===== src/rtl/tqvp_pwm_fade.sv =====
// Duty-cycle fade engine: ramps duty_out toward a programmed target in
// saturating steps spaced PRESCALE+1 cycles apart, with busy/done status
// and a one-cycle completion pulse.
module tqvp_pwm_fade #(
    parameter logic [7:0] DEFAULT_STEP = 8'd1
) (
    input  logic       clk,
    input  logic       rst,
    input  logic [3:0] address,
    input  logic       data_write,
    input  logic [7:0] data_in,
    output logic [7:0] data_out,
    output logic [7:0] duty_out,
    output logic       busy,
    output logic       done_pulse
);

    typedef enum logic [0:0] {IDLE = 1'b0, RAMP = 1'b1} state_t;

    localparam logic [3:0] ADDR_TARGET   = 4'h0;
    localparam logic [3:0] ADDR_STEP     = 4'h1;
    localparam logic [3:0] ADDR_PRESCALE = 4'h2;
    localparam logic [3:0] ADDR_CURRENT  = 4'h3;
    localparam logic [3:0] ADDR_STATUS   = 4'h4;

    state_t     state, state_n;
    logic [7:0] target, target_n;
    logic [7:0] step, step_n;
    logic [7:0] prescale, prescale_n;
    logic [7:0] current, current_n;
    logic [7:0] cnt, cnt_n;
    logic       done, done_n;
    logic       pulse_n;

    logic       wr_target, wr_step, wr_prescale, wr_current, wr_status;
    logic       done_set;
    logic [7:0] stepped;

    // One saturating step from cur toward tgt; the extra headroom bits mean
    // neither direction can wrap before the clamp is applied.
    function automatic logic [7:0] sat_step(input logic [7:0] cur,
                                            input logic [7:0] tgt,
                                            input logic [7:0] stp);
        logic signed [9:0] c;
        logic signed [9:0] t;
        logic signed [9:0] s;
        logic signed [9:0] r;
        c = signed'({2'b00, cur});
        t = signed'({2'b00, tgt});
        s = signed'({2'b00, stp});
        if (stp == 8'd0) begin
            r = t;
        end else if (c < t) begin
            r = c + s;
            if (r > t) r = t;
        end else begin
            r = c - s;
            if (r < t) r = t;
        end
        return r[7:0];
    endfunction

    assign wr_target   = data_write && (address == ADDR_TARGET);
    assign wr_step     = data_write && (address == ADDR_STEP);
    assign wr_prescale = data_write && (address == ADDR_PRESCALE);
    assign wr_current  = data_write && (address == ADDR_CURRENT);
    assign wr_status   = data_write && (address == ADDR_STATUS);

    assign stepped = sat_step(current, target, step);

    // Next-state and register-update logic; a CURRENT write overrides any step.
    always_comb begin
        state_n    = state;
        target_n   = target;
        step_n     = step;
        prescale_n = prescale;
        current_n  = current;
        cnt_n      = cnt;
        done_set   = 1'b0;
        pulse_n    = 1'b0;

        if (wr_step)     step_n     = data_in;
        if (wr_prescale) prescale_n = data_in;

        if (wr_current) begin
            current_n = data_in;
            state_n   = IDLE;
        end else if (wr_target) begin
            target_n = data_in;
            cnt_n    = prescale;
            if (data_in == current) begin
                state_n  = IDLE;
                done_set = 1'b1;
                pulse_n  = 1'b1;
            end else begin
                state_n = RAMP;
            end
        end else if (state == RAMP) begin
            if (cnt != 8'd0) begin
                cnt_n = cnt - 8'd1;
            end else begin
                current_n = stepped;
                cnt_n     = prescale;
                if (stepped == target) begin
                    state_n  = IDLE;
                    done_set = 1'b1;
                    pulse_n  = 1'b1;
                end
            end
        end

        // A clear on the same edge as a completion loses to the set.
        done_n = done;
        if (wr_status && data_in[1]) done_n = 1'b0;
        if (done_set)                done_n = 1'b1;
    end

    // State and register file, cleared asynchronously.
    always_ff @(posedge clk or posedge rst) begin
        if (rst) begin
            state      <= IDLE;
            target     <= 8'd0;
            step       <= DEFAULT_STEP;
            prescale   <= 8'd0;
            current    <= 8'd0;
            cnt        <= 8'd0;
            done       <= 1'b0;
            done_pulse <= 1'b0;
        end else begin
            state      <= state_n;
            target     <= target_n;
            step       <= step_n;
            prescale   <= prescale_n;
            current    <= current_n;
            cnt        <= cnt_n;
            done       <= done_n;
            done_pulse <= pulse_n;
        end
    end

    assign duty_out = current;
    assign busy     = (state == RAMP);

    // Zero-latency register read mux.
    always_comb begin
        data_out = 8'h00;
        case (address)
            ADDR_TARGET:   data_out = target;
            ADDR_STEP:     data_out = step;
            ADDR_PRESCALE: data_out = prescale;
            ADDR_CURRENT:  data_out = current;
            ADDR_STATUS:   data_out = {6'b0, done, busy};
            default:       data_out = 8'h00;
        endcase
    end

endmodule


===== config.mk =====
export PLATFORM = sky130hd
export DESIGN_NAME = tqvp_pwm_fade
export DESIGN_NICKNAME = d
export VERILOG_FILES = /design/src/rtl/tqvp_pwm_fade.sv
export SDC_FILE = /design/constraint.sdc
export NUM_CORES = 1
export LEC_CHECK = 0
export ABC_AREA = 1
export BUFFER_PORTS_ARGS = -buffer_cell sky130_fd_sc_hd__buf_2
export CORE_UTILIZATION = 30
export DETAILED_ROUTE_END_ITERATION = 8
export PLACE_DENSITY_LB_ADDON = 0.15
export SLEW_MARGIN = 10
export SYNTH_ARGS = -nofsm -noshare
export SYNTH_HDL_FRONTEND = slang
export SYNTH_SLANG_ARGS = --single-unit

===== constraint.sdc =====
create_clock -name clk -period 3.75 [get_ports clk]
set_input_delay 1.125 -clock clk [delete_from_list [all_inputs] [get_ports clk]]
set_output_delay 1.125 -clock clk [all_outputs]
set_load 0.03 [all_outputs]

==> tab_implementation.tex, run 1 <==
\begin{tabular}{lr}
\hline
Metric & Value \\
\hline
\multicolumn{2}{l}{\textbf{Route}} \\
\quad Antenna-violating nets left & 0 \\
\quad DRC violation count after routing & 0 \\
\quad WL final & 14.1 mm \\
\quad Detailed-routing iteration count for the pre-antenna-repair pass & 5 \\
\quad Detailed-route via count & 4280 \\
\quad Mean routed wirelength per cell & 16.6 um \\
\quad Number of DRC markers in iteration 0 & 218 \\
\quad Number of vias per cell after detailed routing & 5.04 \\
\multicolumn{2}{l}{\textbf{Cells and area}} \\
\quad Number of inserted diodes & 0 \\
\quad Final non-filler cell area & 5260 um2 \\
\quad Final net count & 729 \\
\quad Synth-to-layout area growth & 27.9\% \\
\quad Proportion of layout cells with a drive suffix above 1 & 24.4\% \\
\multicolumn{2}{l}{\textbf{Global routing}} \\
\quad Number of global-route vias before repair & 4103 \\
\quad Global-route usage over all layers & 20.0\% \\
\quad Global-route wire length before repair & 21.8 mm \\
\quad Pin count of the biggest net entering global routing & 28 \\
\quad Remaining Overflow, GRT & 0 \\
\quad Initial antenna violation count & 0 \\
\multicolumn{2}{l}{\textbf{Floorplanning}} \\
\quad Core Region & 13300 um2 \\
\quad Die span in x & 119 um \\
\quad Effective utilization at floorplan & 30.9\% \\
\quad Die area & 14200 um2 \\
\quad Vertical extent of the die & 119 um \\
\quad Number of core rows & 42 \\
\quad Count of pins on the block boundary & 33 \\
\multicolumn{2}{l}{\textbf{Yosys}} \\
\quad Main flop type after synthesis & sky130\_fd\_sc\_hd\_\_dfrtp\_1 \\
\quad Top cells by instance count after synthesis & sky130\_fd\_sc\_hd\_\_nand2\_1, sky130\_fd\_sc\_hd\_\_inv\_1, sky130\_fd\_sc\_hd\_\_nand3\_1 \\
\quad Dominant cell type by area after synthesis & sky130\_fd\_sc\_hd\_\_dfrtp\_1 \\
\quad Top cells by area, synth & sky130\_fd\_sc\_hd\_\_dfrtp\_1, sky130\_fd\_sc\_hd\_\_nand2\_1, sky130\_fd\_sc\_hd\_\_ha\_1, sky130\_fd\_sc\_hd\_\_nand3\_1, sky130\_fd\_sc\_hd\_\_inv\_1 \\
\quad Number of enable flip-flop cells after synthesis & 0 \\
\quad Share of synthesized registers carrying an async set or reset & 100\% \\
\quad Nets in the synthesized netlist & 655 \\
\quad Top-area cell type share of the netlist area & 25.6\% \\
\quad Average footprint of a synthesized cell & 6.88 um2 \\
\quad Yosys Warn Count & 0 \\
\quad Sequential fraction of the synthesis area & 26.2\% \\
\quad Most frequent cell after synthesis & sky130\_fd\_sc\_hd\_\_nand2\_1 \\
\quad Area of the mapped netlist & 4110 um2 \\
\quad Flops \& latches, synth & 43 \\
\quad Post-Syn Instances & 598 \\
\quad Distinct cell type count after synthesis & 43 \\
\multicolumn{2}{l}{\textbf{Placed design}} \\
\quad Area post-placement & 4690 um2 \\
\quad Sum of net half-perimeters after detailed placement & 11.1 mm \\
\quad Placer's final routability congestion estimate & 0.852 \\
\quad Count of buffers from port buffering & 32 \\
\multicolumn{2}{l}{\textbf{Setup path}} \\
\quad Cell family contributing the most delay on the critical path & simple AND/OR/NAND/NOR gates \\
\quad Critical path peak fanout & 6 \\
\quad Category of the most critical setup path & flop to flop \\
\quad Sum of buffers and inverters on the critical path & 2 \\
\quad Slowest cell delay on critical path & 0.59 ns \\
\quad Logic depth of the worst register-to-register path & 27 \\
\quad CP most frequent cell & sky130\_fd\_sc\_hd\_\_nand2\_1 \\
\quad Levels on crit path & 27 \\
\quad Req. time, crit path & 3.98 ns \\
\quad Startpoint type of the worst setup path & flop \\
\quad Worst Path Arrival & 3.84 ns \\
\quad CP Capture Type & flop \\
\quad Critical-path cell with the highest stage delay & sky130\_fd\_sc\_hd\_\_dfstp\_2 \\
\multicolumn{2}{l}{\textbf{Job}} \\
\quad Max-cap viol count & 0 \\
\multicolumn{2}{l}{\textbf{Clocking}} \\
\quad Worst-Skew Late Latency & 0.29 ns \\
\quad TritonCTS Buffers & 5 \\
\quad Clock tree from TritonCTS & built \\
\quad CTS H-tree lvls & 2 \\
\quad Clock root buffer master & sky130\_fd\_sc\_hd\_\_clkbuf\_16 \\
\quad Total clock sinks & 43 \\
\quad Max Root-Sink Buffers & 2 \\
\quad Clk pin slew, worst setup/hold paths & 0.06 ns \\
\multicolumn{2}{l}{\textbf{Timing}} \\
\quad Post-layout minimum cycle time & 3.61 ns \\
\quad Unrepaired setup endpoints after global routing & yes \\
\quad Number of hold violations in the final report & 0 \\
\quad Final clock skew & 0.00401 ns \\
\quad Final count of pins violating max slew & 0 \\
\quad Hold Worst Slack & 0.502 ns \\
\quad Period Utilization, post-route & 96.2\% \\
\quad Endpoints failing setup & 0 \\
\quad Slew of the pin with the lowest slew margin & 1.03 ns \\
\quad Timing-limited maximum frequency & 277 MHz \\
\quad Setup TNS & 0 ns \\
\quad Relative slew slack & 31.1\% \\
\multicolumn{2}{l}{\textbf{Status}} \\
\quad Status & finished clean \\
\multicolumn{2}{l}{\textbf{Min path}} \\
\quad Number of stages on the worst hold path & 2 \\
\quad Path category of the worst min-delay check & flop to flop \\
\hline
\end{tabular}
-- final cells by class --
class	instances	area, um2
Clock buffer	8	156
Fill cell	1417	8040
Inverter	90	343
Multi-Input combinational cell	456	2970
Sequential cell	43	1080
Tap cell	176	220
Timing Repair Buffer	76	490
-- layer usage --
| layer | share of wire (%) | track usage, % |
|---|---|---|
| met1 | 46 | 27.5 |
| met2 | 48 | 33.2 |
| met4 | 1.2 | 4.67 |
| met3 | 4.8 | 2.44 |
| met5 | 0 | 0 |
-- placed cells by master (no fill, tap or decap), types with 2 or more instances in the layout --
master | synthesis | routed
sky130_fd_sc_hd__nand2_1 | 169 | 159
sky130_fd_sc_hd__o21ai_1 | 2 | 3
sky130_fd_sc_hd__ha_4 | 0 | 7
sky130_fd_sc_hd__dfrtp_1 | 42 | 41
sky130_fd_sc_hd__o221ai_1 | 8 | 8
sky130_fd_sc_hd__clkbuf_16 | 0 | 5
sky130_fd_sc_hd__ha_2 | 0 | 2
sky130_fd_sc_hd__nand3_4 | 0 | 3
sky130_fd_sc_hd__nand2_4 | 1 | 8
sky130_fd_sc_hd__xor2_1 | 18 | 17
sky130_fd_sc_hd__a22oi_1 | 6 | 6
sky130_fd_sc_hd__nor4_1 | 4 | 4
sky130_fd_sc_hd__nand3_2 | 4 | 16
sky130_fd_sc_hd__a21oi_1 | 21 | 18
sky130_fd_sc_hd__inv_2 | 6 | 9
sky130_fd_sc_hd__nor2_1 | 24 | 20
sky130_fd_sc_hd__ha_1 | 40 | 31
sky130_fd_sc_hd__nor3_1 | 4 | 4
sky130_fd_sc_hd__a21oi_2 | 1 | 4
sky130_fd_sc_hd__buf_2 | 3 | 32
sky130_fd_sc_hd__a31oi_4 | 2 | 3
sky130_fd_sc_hd__a221oi_1 | 2 | 2
sky130_fd_sc_hd__o2111ai_1 | 6 | 6
sky130_fd_sc_hd__nand3_1 | 66 | 51
sky130_fd_sc_hd__nand2_2 | 7 | 12
sky130_fd_sc_hd__inv_4 | 1 | 2
sky130_fd_sc_hd__inv_1 | 83 | 78
sky130_fd_sc_hd__nor2_2 | 1 | 4
sky130_fd_sc_hd__o21ai_0 | 40 | 39
sky130_fd_sc_hd__clkbuf_8 | 0 | 2
sky130_fd_sc_hd__buf_4 | 2 | 44
sky130_fd_sc_hd__o211ai_1 | 2 | 2
sky130_fd_sc_hd__nand4_1 | 11 | 11
sky130_fd_sc_hd__fa_2 | 0 | 2
-- metrics by stage --
step,cells,utilization (%),setup WS [ns]
after CTS,837,36.5,0.00324
after detailed placement,829,35.3,-0.00483
after floorplan,598,-,0.347
after global placement,829,35.3,0.0396
final,849,39.6,0.142
after global routing,849,39.6,-0.0973
-- flip-flops by register name (all words and copies together) (netlist names) --
name        count
busy            1
prescale        8
duty_out        8
step            8
cnt             8
target          8
done            1
done_pulse      1
-- final timing paths --
kind,from,endpoint,slack [ns]
worst max-delay path,step[0]$_DFFE_PP1P_,done$_DFFE_PP0P_,0.14
worst min-delay path,done$_DFFE_PP0P_,done$_DFFE_PP0P_,0.50
worst max register to register,step[0]$_DFFE_PP1P_,done$_DFFE_PP0P_,0.14
worst min register to register,done$_DFFE_PP0P_,done$_DFFE_PP0P_,0.50
max in group asynchronous,rst,step[0]$_DFFE_PP1P_,2.01
min in group asynchronous,rst,step[7]$_DFFE_PP0P_,0.95
-- worst register-to-register path, delay by kind of cell, from the launching register on --
family,cells,cell delay (ns)
AO/OA/AOI/OAI,1,0.22
XOR/XNOR,1,0.16
flip-flops,1,0.59
adder cells (fa/ha/maj),3,0.85
AND/OR/NAND/NOR,20,1.60
buffers and inverters,2,0.13
-- logic make-up (layout without fill, tap and decap cells) --
family	Yosys count	count (layout)	synth area share (%)
and+or+nand+nor	295	298	31.6
adders and majority gates	42	42	13.1
xor gates and xnor gates	19	19	4.05
buffers and inverters	102	174	9.83
AOI/OAI and AO/OA	97	97	15.2
DFF	43	43	26.2
-- what timing repair did --
action,CTS,global route
endpoints found under the setup margin,2,5
pin swaps,0,35
cloned,0,3
setup buffers,0,9
hold buffers,0,0
gates resized for setup,1,70
Power of run 1 is not shown: default switching activity piles up to over one toggle a cycle in this logic, so the estimate is an artifact.
==> run 2, diff against run 1 <==
- CORE_UTILIZATION: 30 -> 26
==> tab_implementation.tex, run 2 (same netlist as run 1, synthesis figures left out) <==
\begin{tabular}{lr}
\hline
Metric & Value \\
\hline
\multicolumn{2}{l}{\textbf{Route}} \\
\quad Met3 wire len & 860 um (+29\%) \\
\quad Number of DRC markers in iteration 0 & 330 (+51\%) \\
\quad Mean routed wirelength per cell & 16.4 um (-1.1\%) \\
\quad Detailed-route via count & 4286 (+0.14\%) \\
\quad Highest metal layer with signal wires & met4 \\
\quad Sum of met2 wire segment lengths after detailed routing & 6.41 mm (-4.6\%) \\
\quad Detailed-routing iteration count for the pre-antenna-repair pass & 6 (+1) \\
\quad Number of vias per cell after detailed routing & 4.90 (-2.8\%) \\
\quad Metal1 wirelength & 6.84 mm (+5.1\%) \\
\quad WL final & 14.3 mm (+2.0\%) \\
\quad DRC violation count after routing & 0 (unchanged) \\
\quad Antenna-violating nets left & 0 (unchanged) \\
\multicolumn{2}{l}{\textbf{Cells and area}} \\
\quad Post-route core utilization & 34.0\% (-5.5 points) \\
\quad Commonest non-fill, non-tap cells in the layout & sky130\_fd\_sc\_hd\_\_nand2\_1, sky130\_fd\_sc\_hd\_\_inv\_1, sky130\_fd\_sc\_hd\_\_nand3\_1, sky130\_fd\_sc\_hd\_\_o21ai\_0, sky130\_fd\_sc\_hd\_\_dfrtp\_1 \\
\quad Synth-to-layout area growth & 26.8\% \\
\quad Proportion of layout cells with a drive suffix above 1 & 22.6\% (-1.8 points) \\
\quad Number of inserted diodes & 0 (unchanged) \\
\quad Most common library cell in the layout ignoring fill and taps & sky130\_fd\_sc\_hd\_\_nand2\_1 \\
\quad Area occupied by multi-input gates & 2960 um2 (-0.38\%) \\
\quad Filler Cell Count & 1708 (+21\%) \\
\quad Final net count & 722 (-0.96\%) \\
\quad Final non-filler cell total & 875 (+3.1\%) \\
\quad FF+latch area & 1080 um2 (+0.12\%) \\
\multicolumn{2}{l}{\textbf{Floorplanning}} \\
\quad Die span in x & 128 um (+7.3\%) \\
\quad Number of core rows & 45 (+7.1\%) \\
\quad Effective utilization at floorplan & 26.8\% (-4.1 points) \\
\quad Core Region & 15300 um2 (+15\%) \\
\quad Count of pins on the block boundary & 33 (unchanged) \\
\quad Die area & 16300 um2 (+15\%) \\
\quad Vertical extent of the die & 128 um (+7.3\%) \\
\multicolumn{2}{l}{\textbf{Setup path}} \\
\quad Reg2Reg Setup Slack & 0.16 ns (+0.02 ns) \\
\quad Worst Path Arrival & 3.75 ns (-0.09 ns) \\
\quad Startpoint type of the worst setup path & flop \\
\quad Critical-path cell with the highest stage delay & sky130\_fd\_sc\_hd\_\_dfstp\_2 \\
\quad Category of the most critical setup path & flop to flop \\
\quad Req. time, crit path & 3.91 ns (-0.07 ns) \\
\quad Origin of the critical flop-to-flop path & step[0]\$\_DFFE\_PP1P\_ \\
\quad CP most frequent cell & sky130\_fd\_sc\_hd\_\_nand2\_1 \\
\quad Critical path peak fanout & 6 (unchanged) \\
\quad CP Capture Type & flop \\
\quad Slowest cell delay on critical path & 0.61 ns (+0.02 ns) \\
\quad Logic depth of the worst register-to-register path & 25 (-7.4\%) \\
\quad Reg-to-reg endpoint & busy\$\_DFF\_PP0\_ \\
\multicolumn{2}{l}{\textbf{Timing}} \\
\quad Setup TNS & 0 ns (unchanged) \\
\quad Final count of pins violating max slew & 0 (unchanged) \\
\quad Number of hold violations in the final report & 0 (unchanged) \\
\quad Endpoints failing setup & 0 (unchanged) \\
\quad Unrepaired setup endpoints after global routing & yes \\
\quad Slew of the pin with the lowest slew margin & 0.825 ns (-0.202 ns) \\
\quad Relative slew slack & 44.7\% (+14 points) \\
\quad Setup ws final & 0.160 ns (+0.0184 ns) \\
\quad Timing-limited maximum frequency & 279 MHz (+0.51\%) \\
\quad Final clock skew & 0.00403 ns (+0.0000137 ns) \\
\quad Post-layout minimum cycle time & 3.59 ns (-0.0184 ns) \\
\quad Period Utilization, post-route & 95.7\% (-0.49 points) \\
\multicolumn{2}{l}{\textbf{Clocking}} \\
\quad Clk pin slew, worst setup/hold paths & 0.06 ns (about the same) \\
\quad Total clock sinks & 43 (unchanged) \\
\quad Max Root-Sink Buffers & 2 (unchanged) \\
\quad Clock tree from TritonCTS & built \\
\quad Clock root buffer master & sky130\_fd\_sc\_hd\_\_clkbuf\_16 \\
\quad TritonCTS Buffers & 5 (unchanged) \\
\quad CTS H-tree lvls & 2 (unchanged) \\
\quad Worst-Skew Late Latency & 0.29 ns (about the same) \\
\multicolumn{2}{l}{\textbf{Global routing}} \\
\quad Number of global-route vias before repair & 4048 (-1.3\%) \\
\quad Global-route wire length before repair & 22.2 mm (+1.9\%) \\
\quad Pin count of the biggest net entering global routing & 23 (-18\%) \\
\quad Global-route usage over all layers & 17.6\% (-2.4 points) \\
\quad Remaining Overflow, GRT & 0 (unchanged) \\
\quad Initial antenna violation count & 0 (unchanged) \\
\multicolumn{2}{l}{\textbf{Placed design}} \\
\quad Number of cells in the design after placement & 854 (+3.0\%) \\
\quad Count of buffers from port buffering & 32 (unchanged) \\
\quad Sum of net half-perimeters after detailed placement & 11.2 mm (+0.39\%) \\
\quad DP Worst Slack & 0.0665 ns (+0.0713 ns) \\
\quad Placer's final routability congestion estimate & 0.808 (-5.2\%) \\
\multicolumn{2}{l}{\textbf{Min path}} \\
\quad Path category of the worst min-delay check & flop to flop \\
\quad Hold\_sp & done\$\_DFFE\_PP0P\_ \\
\quad Endpoint of the worst hold-timing path & done\$\_DFFE\_PP0P\_ \\
\quad Number of stages on the worst hold path & 2 (unchanged) \\
\multicolumn{2}{l}{\textbf{Job}} \\
\quad Max-cap viol count & 0 (unchanged) \\
\multicolumn{2}{l}{\textbf{Status}} \\
\quad Status & finished clean \\
\hline
\end{tabular}
-- run 2: cell types whose count changed in the layout (fill, tap and decap cells not counted), sizes merged --
cell	change
clkbuf	-2
buf	-7
-- run 2: what timing repair did --
action | CTS | global route
gates resized for setup | 0 | 66
hold buffers | 0 | 0
setup buffers | 0 | 12
setup endpoints to repair | 0 | 9
-- run 2: worst max path at each step --
stage	startpoint	to	slack (ns)	cells past startpoint
2_1_floorplan	duty_out[0]$_DFFE_PP0P_	done$_DFFE_PP0P_	0.35	29
3_3_place_gp	duty_out[0]$_DFFE_PP0P_	done$_DFFE_PP0P_	0.10	27
3_5_place_dp	step[0]$_DFFE_PP1P_	done$_DFFE_PP0P_	0.07	26
4_1_cts	step[0]$_DFFE_PP1P_	done$_DFFE_PP0P_	0.04	26
5_1_grt	step[0]$_DFFE_PP1P_	done$_DFFE_PP0P_	-0.13	27
6_report	step[0]$_DFFE_PP1P_	busy$_DFF_PP0_	0.16	25
-- run 2: worst max-delay path, delay by kind of cell, from the launching register on --
family                     cells  cell delay [ns]
AOI/OAI and AO/OA              2             0.28
buffers and inverters          3             0.25
adders and majority gates      3             0.84
and+or+nand+nor               16             1.34
DFF                            1             0.61
xor gates and xnor gates       1             0.15
-- run 2: per-layer routing --
layer | vias to the layer above | GRT usage, %
met5 | - | 0
met4 | 0 | 4.91
met3 | 16 | 2.25
met2 | 132 | 27.3
met1 | 2018 | 25.6
li1 | 2120 | -
-- run 2: through the flow --
step                hold WS [ns]  area [um2]
floorplan                  0.449        4110
global placement           0.488        4660
detailed placement         0.477        4660
CTS                        0.492        4790
global route               0.537        5210
finish                     0.500        5210
-- run 2: layout make-up --
cell class,instances,area share (%)
repair buffers,69,8.40
well taps,211,5.06
multi-input cells,456,56.8
flip-flops and latches,43,20.7
inverters,90,6.58
clock buffers,6,2.47
Power of run 2 is left out for the same reason.
==> run 3, diff against run 2 <==
- CORE_UTILIZATION: 26 -> 30
- PLACE_DENSITY: default -> 0.49
- PLACE_DENSITY_LB_ADDON: 0.15 -> default
==> tab_implementation.tex, run 3 (same netlist as run 1, synthesis figures left out) <==
\begin{tabular}{lr}
\hline
Metric & Value \\
\hline
\multicolumn{2}{l}{\textbf{Setup path}} \\
\quad Category of the most critical setup path & flop to flop \\
\quad CP Capture Type & flop \\
\quad Critical-path cell with the highest stage delay & sky130\_fd\_sc\_hd\_\_dfstp\_2 \\
\quad CP most frequent cell & sky130\_fd\_sc\_hd\_\_nand2\_1 \\
\quad Cell family contributing the most delay on the critical path & simple AND/OR/NAND/NOR gates \\
\quad Startpoint type of the worst setup path & flop \\
\quad Req. time, crit path & 3.98 ns (+0.07 ns) \\
\quad Worst Path Arrival & 3.91 ns (+0.16 ns) \\
\quad Critical path peak fanout & 6 (unchanged) \\
\quad Slowest cell delay on critical path & 0.61 ns (about the same) \\
\quad Sum of buffers and inverters on the critical path & 3 (unchanged) \\
\multicolumn{2}{l}{\textbf{Global routing}} \\
\quad Pin count of the biggest net entering global routing & 25 (+8.7\%) \\
\quad Initial antenna violation count & 0 (unchanged) \\
\quad Number of global-route vias before repair & 3978 (-1.7\%) \\
\quad Global-route usage over all layers & 19.7\% (+2.1 points) \\
\quad Remaining Overflow, GRT & 0 (unchanged) \\
\quad Global-route wire length before repair & 21.7 mm (-2.6\%) \\
\multicolumn{2}{l}{\textbf{Placed design}} \\
\quad Number of cells in the design after placement & 819 (-4.1\%) \\
\quad Sum of net half-perimeters after detailed placement & 10.8 mm (-3.1\%) \\
\quad Count of buffers from port buffering & 32 (unchanged) \\
\quad Placer's final routability congestion estimate & 0.845 (+4.7\%) \\
\multicolumn{2}{l}{\textbf{Status}} \\
\quad Status & finished clean \\
\multicolumn{2}{l}{\textbf{Timing}} \\
\quad Timing-limited maximum frequency & 272 MHz (-2.3\%) \\
\quad Final clock skew & 0.00774 ns (+0.00371 ns) \\
\quad Relative slew slack & 39.0\% (-5.7 points) \\
\quad Unrepaired setup endpoints after global routing & yes \\
\quad Post-layout minimum cycle time & 3.67 ns (+0.0832 ns) \\
\quad Number of hold violations in the final report & 0 (unchanged) \\
\quad Final count of pins violating max slew & 0 (unchanged) \\
\quad Period Utilization, post-route & 98.0\% (+2.2 points) \\
\quad Setup TNS & 0 ns (unchanged) \\
\quad Slew of the pin with the lowest slew margin & 0.910 ns (+0.0845 ns) \\
\quad Endpoints failing setup & 0 (unchanged) \\
\multicolumn{2}{l}{\textbf{Route}} \\
\quad WL final & 13.5 mm (-6.0\%) \\
\quad Mean routed wirelength per cell & 16.1 um (-1.5\%) \\
\quad Number of DRC markers in iteration 0 & 289 (-12\%) \\
\quad DRC violation count after routing & 0 (unchanged) \\
\quad Number of vias per cell after detailed routing & 5.03 (+2.7\%) \\
\quad Detailed-routing iteration count for the pre-antenna-repair pass & 5 (-1) \\
\quad Detailed-route via count & 4200 (-2.0\%) \\
\quad Antenna-violating nets left & 0 (unchanged) \\
\multicolumn{2}{l}{\textbf{Floorplanning}} \\
\quad Vertical extent of the die & 119 um (-6.8\%) \\
\quad Number of core rows & 42 (-6.7\%) \\
\quad Effective utilization at floorplan & 30.9\% (+4.1 points) \\
\quad Core Region & 13300 um2 (-13\%) \\
\quad Die area & 14200 um2 (-13\%) \\
\quad Die span in x & 119 um (-6.8\%) \\
\quad Count of pins on the block boundary & 33 (unchanged) \\
\multicolumn{2}{l}{\textbf{Job}} \\
\quad Max-cap viol count & 0 (unchanged) \\
\multicolumn{2}{l}{\textbf{Clocking}} \\
\quad Total of hold buffers inserted after clock tree synthesis & 0 (unchanged) \\
\quad Worst-Skew Late Latency & 0.29 ns (about the same) \\
\quad Max Root-Sink Buffers & 2 (unchanged) \\
\quad Total clock sinks & 43 (unchanged) \\
\quad Clock tree from TritonCTS & built \\
\quad Clk pin slew, worst setup/hold paths & 0.06 ns (about the same) \\
\quad Clock root buffer master & sky130\_fd\_sc\_hd\_\_clkbuf\_16 \\
\quad TritonCTS Buffers & 5 (unchanged) \\
\quad CTS H-tree lvls & 2 (unchanged) \\
\multicolumn{2}{l}{\textbf{Cells and area}} \\
\quad Most common library cell in the layout ignoring fill and taps & sky130\_fd\_sc\_hd\_\_nand2\_1 \\
\quad Synth-to-layout area growth & 21.9\% \\
\quad Commonest non-fill, non-tap cells in the layout & sky130\_fd\_sc\_hd\_\_nand2\_1, sky130\_fd\_sc\_hd\_\_inv\_1, sky130\_fd\_sc\_hd\_\_nand3\_1, sky130\_fd\_sc\_hd\_\_dfrtp\_1, sky130\_fd\_sc\_hd\_\_o21ai\_0 \\
\quad Filler Cell Count & 1427 (-16\%) \\
\quad Final non-filler cell total & 835 (-4.6\%) \\
\quad Number of inserted diodes & 0 (unchanged) \\
\quad Proportion of layout cells with a drive suffix above 1 & 19.3\% (-3.3 points) \\
\quad Final net count & 715 (-0.97\%) \\
\multicolumn{2}{l}{\textbf{Power}} \\
\quad Overall power after layout & 5.42 mW \\
\quad Gate power share & 76.4\% \\
\quad Switching power total & 2.92 mW \\
\quad Switching share of total power & 53.8\% \\
\quad Total internal power & 2.51 mW \\
\quad P per Cell Area & 1080 nW/um2 \\
\quad Portion of total power attributed to sequential cells & 14.0\% \\
\quad Static Leakage & 2.66 nW \\
\quad Part of the power in the clock network & 9.6\% \\
\quad Peak supply drop & 0.333 mV \\
\multicolumn{2}{l}{\textbf{Min path}} \\
\quad Path category of the worst min-delay check & flop to flop \\
\hline
\end{tabular}
==> run 3: metrics by stage <==
step	util [%]	setup WS, ns	cell area (um2)	hold WS, ns
2_1_floorplan	-	0.347	4110	0.449
3_3_place_gp	34.7	0.100	4620	0.486
3_5_place_dp	34.7	0.0208	4620	0.480
4_1_cts	36.1	0.0271	4790	0.496
5_1_grt	37.7	-0.213	5010	0.541
6_report	37.7	0.0767	5010	0.484
==> run 3: worst register-to-register path, delay by kind of cell, from the launching register on <==
| kind | cells | cell delay, ns |
|---|---|---|
| adder cells (fa/ha/maj) | 3 | 0.84 |
| XOR/XNOR | 1 | 0.16 |
| AND/OR/NAND/NOR | 20 | 1.51 |
| flip-flops | 1 | 0.61 |
| buffers and inverters | 3 | 0.28 |
| AO/OA/AOI/OAI | 1 | 0.21 |
==> run 3: worst paths after layout <==
check / slack, ns / to / depth (start not counted) / from
max in group asynchronous: 2.03 / step[0]$_DFFE_PP1P_ / 3 / rst
worst min register to register: 0.48 / done$_DFFE_PP0P_ / 2 / done$_DFFE_PP0P_
worst max-delay path: 0.08 / done$_DFFE_PP0P_ / 28 / step[0]$_DFFE_PP1P_
worst min-delay path: 0.48 / done$_DFFE_PP0P_ / 2 / done$_DFFE_PP0P_
worst max register to register: 0.08 / done$_DFFE_PP0P_ / 28 / step[0]$_DFFE_PP1P_
min in group asynchronous: 0.91 / cnt[3]$_DFFE_PP0P_ / 2 / rst
==> run 3: timing repair <==
| item | in CTS | in global routing |
|---|---|---|
| setup buffers | 0 | 8 |
| endpoints found under the setup margin | 2 | 10 |
| pin swaps | 0 | 12 |
| gates resized for setup | 1 | 39 |
| cloned | 0 | 0 |
==> run 3: final cells by class <==
class,instances,area [um2],area share (%)
multi-input combinational,453,2780,55.5
sequential,43,1080,21.5
timing repair buffer,65,415,8.29
inverter,90,343,6.84
tap,176,220,4.40
clock buffer,6,139,2.77
clock inverter,2,35.0,0.699
==> run 3: power by group through the flow <==
stage | clock network (mW) | logic [mW] | registers (mW)
after floorplan | 0 | 2.57 | 0.846
after global placement | 0 | 3.56 | 0.757
after detailed placement | 0 | 3.59 | 0.758
after CTS | 0.525 | 3.63 | 0.751
after global routing | 0.543 | 4.66 | 0.783
final | 0.518 | 4.14 | 0.761
==> run 3: per-layer routing <==
layer  wire length (um)  part of all wire (%)  vias to the layer above  GRT usage (%)
met5                  0                     0                        -              0
met4                254                   1.9                        0           5.14
met3                553                   4.1                       17           3.35
met2               6200                    46                      113           31.6
met1               6480                    48                     1961           27.2
li1                   -                     -                     2109              -
Power figures use the tool's default switching activity.
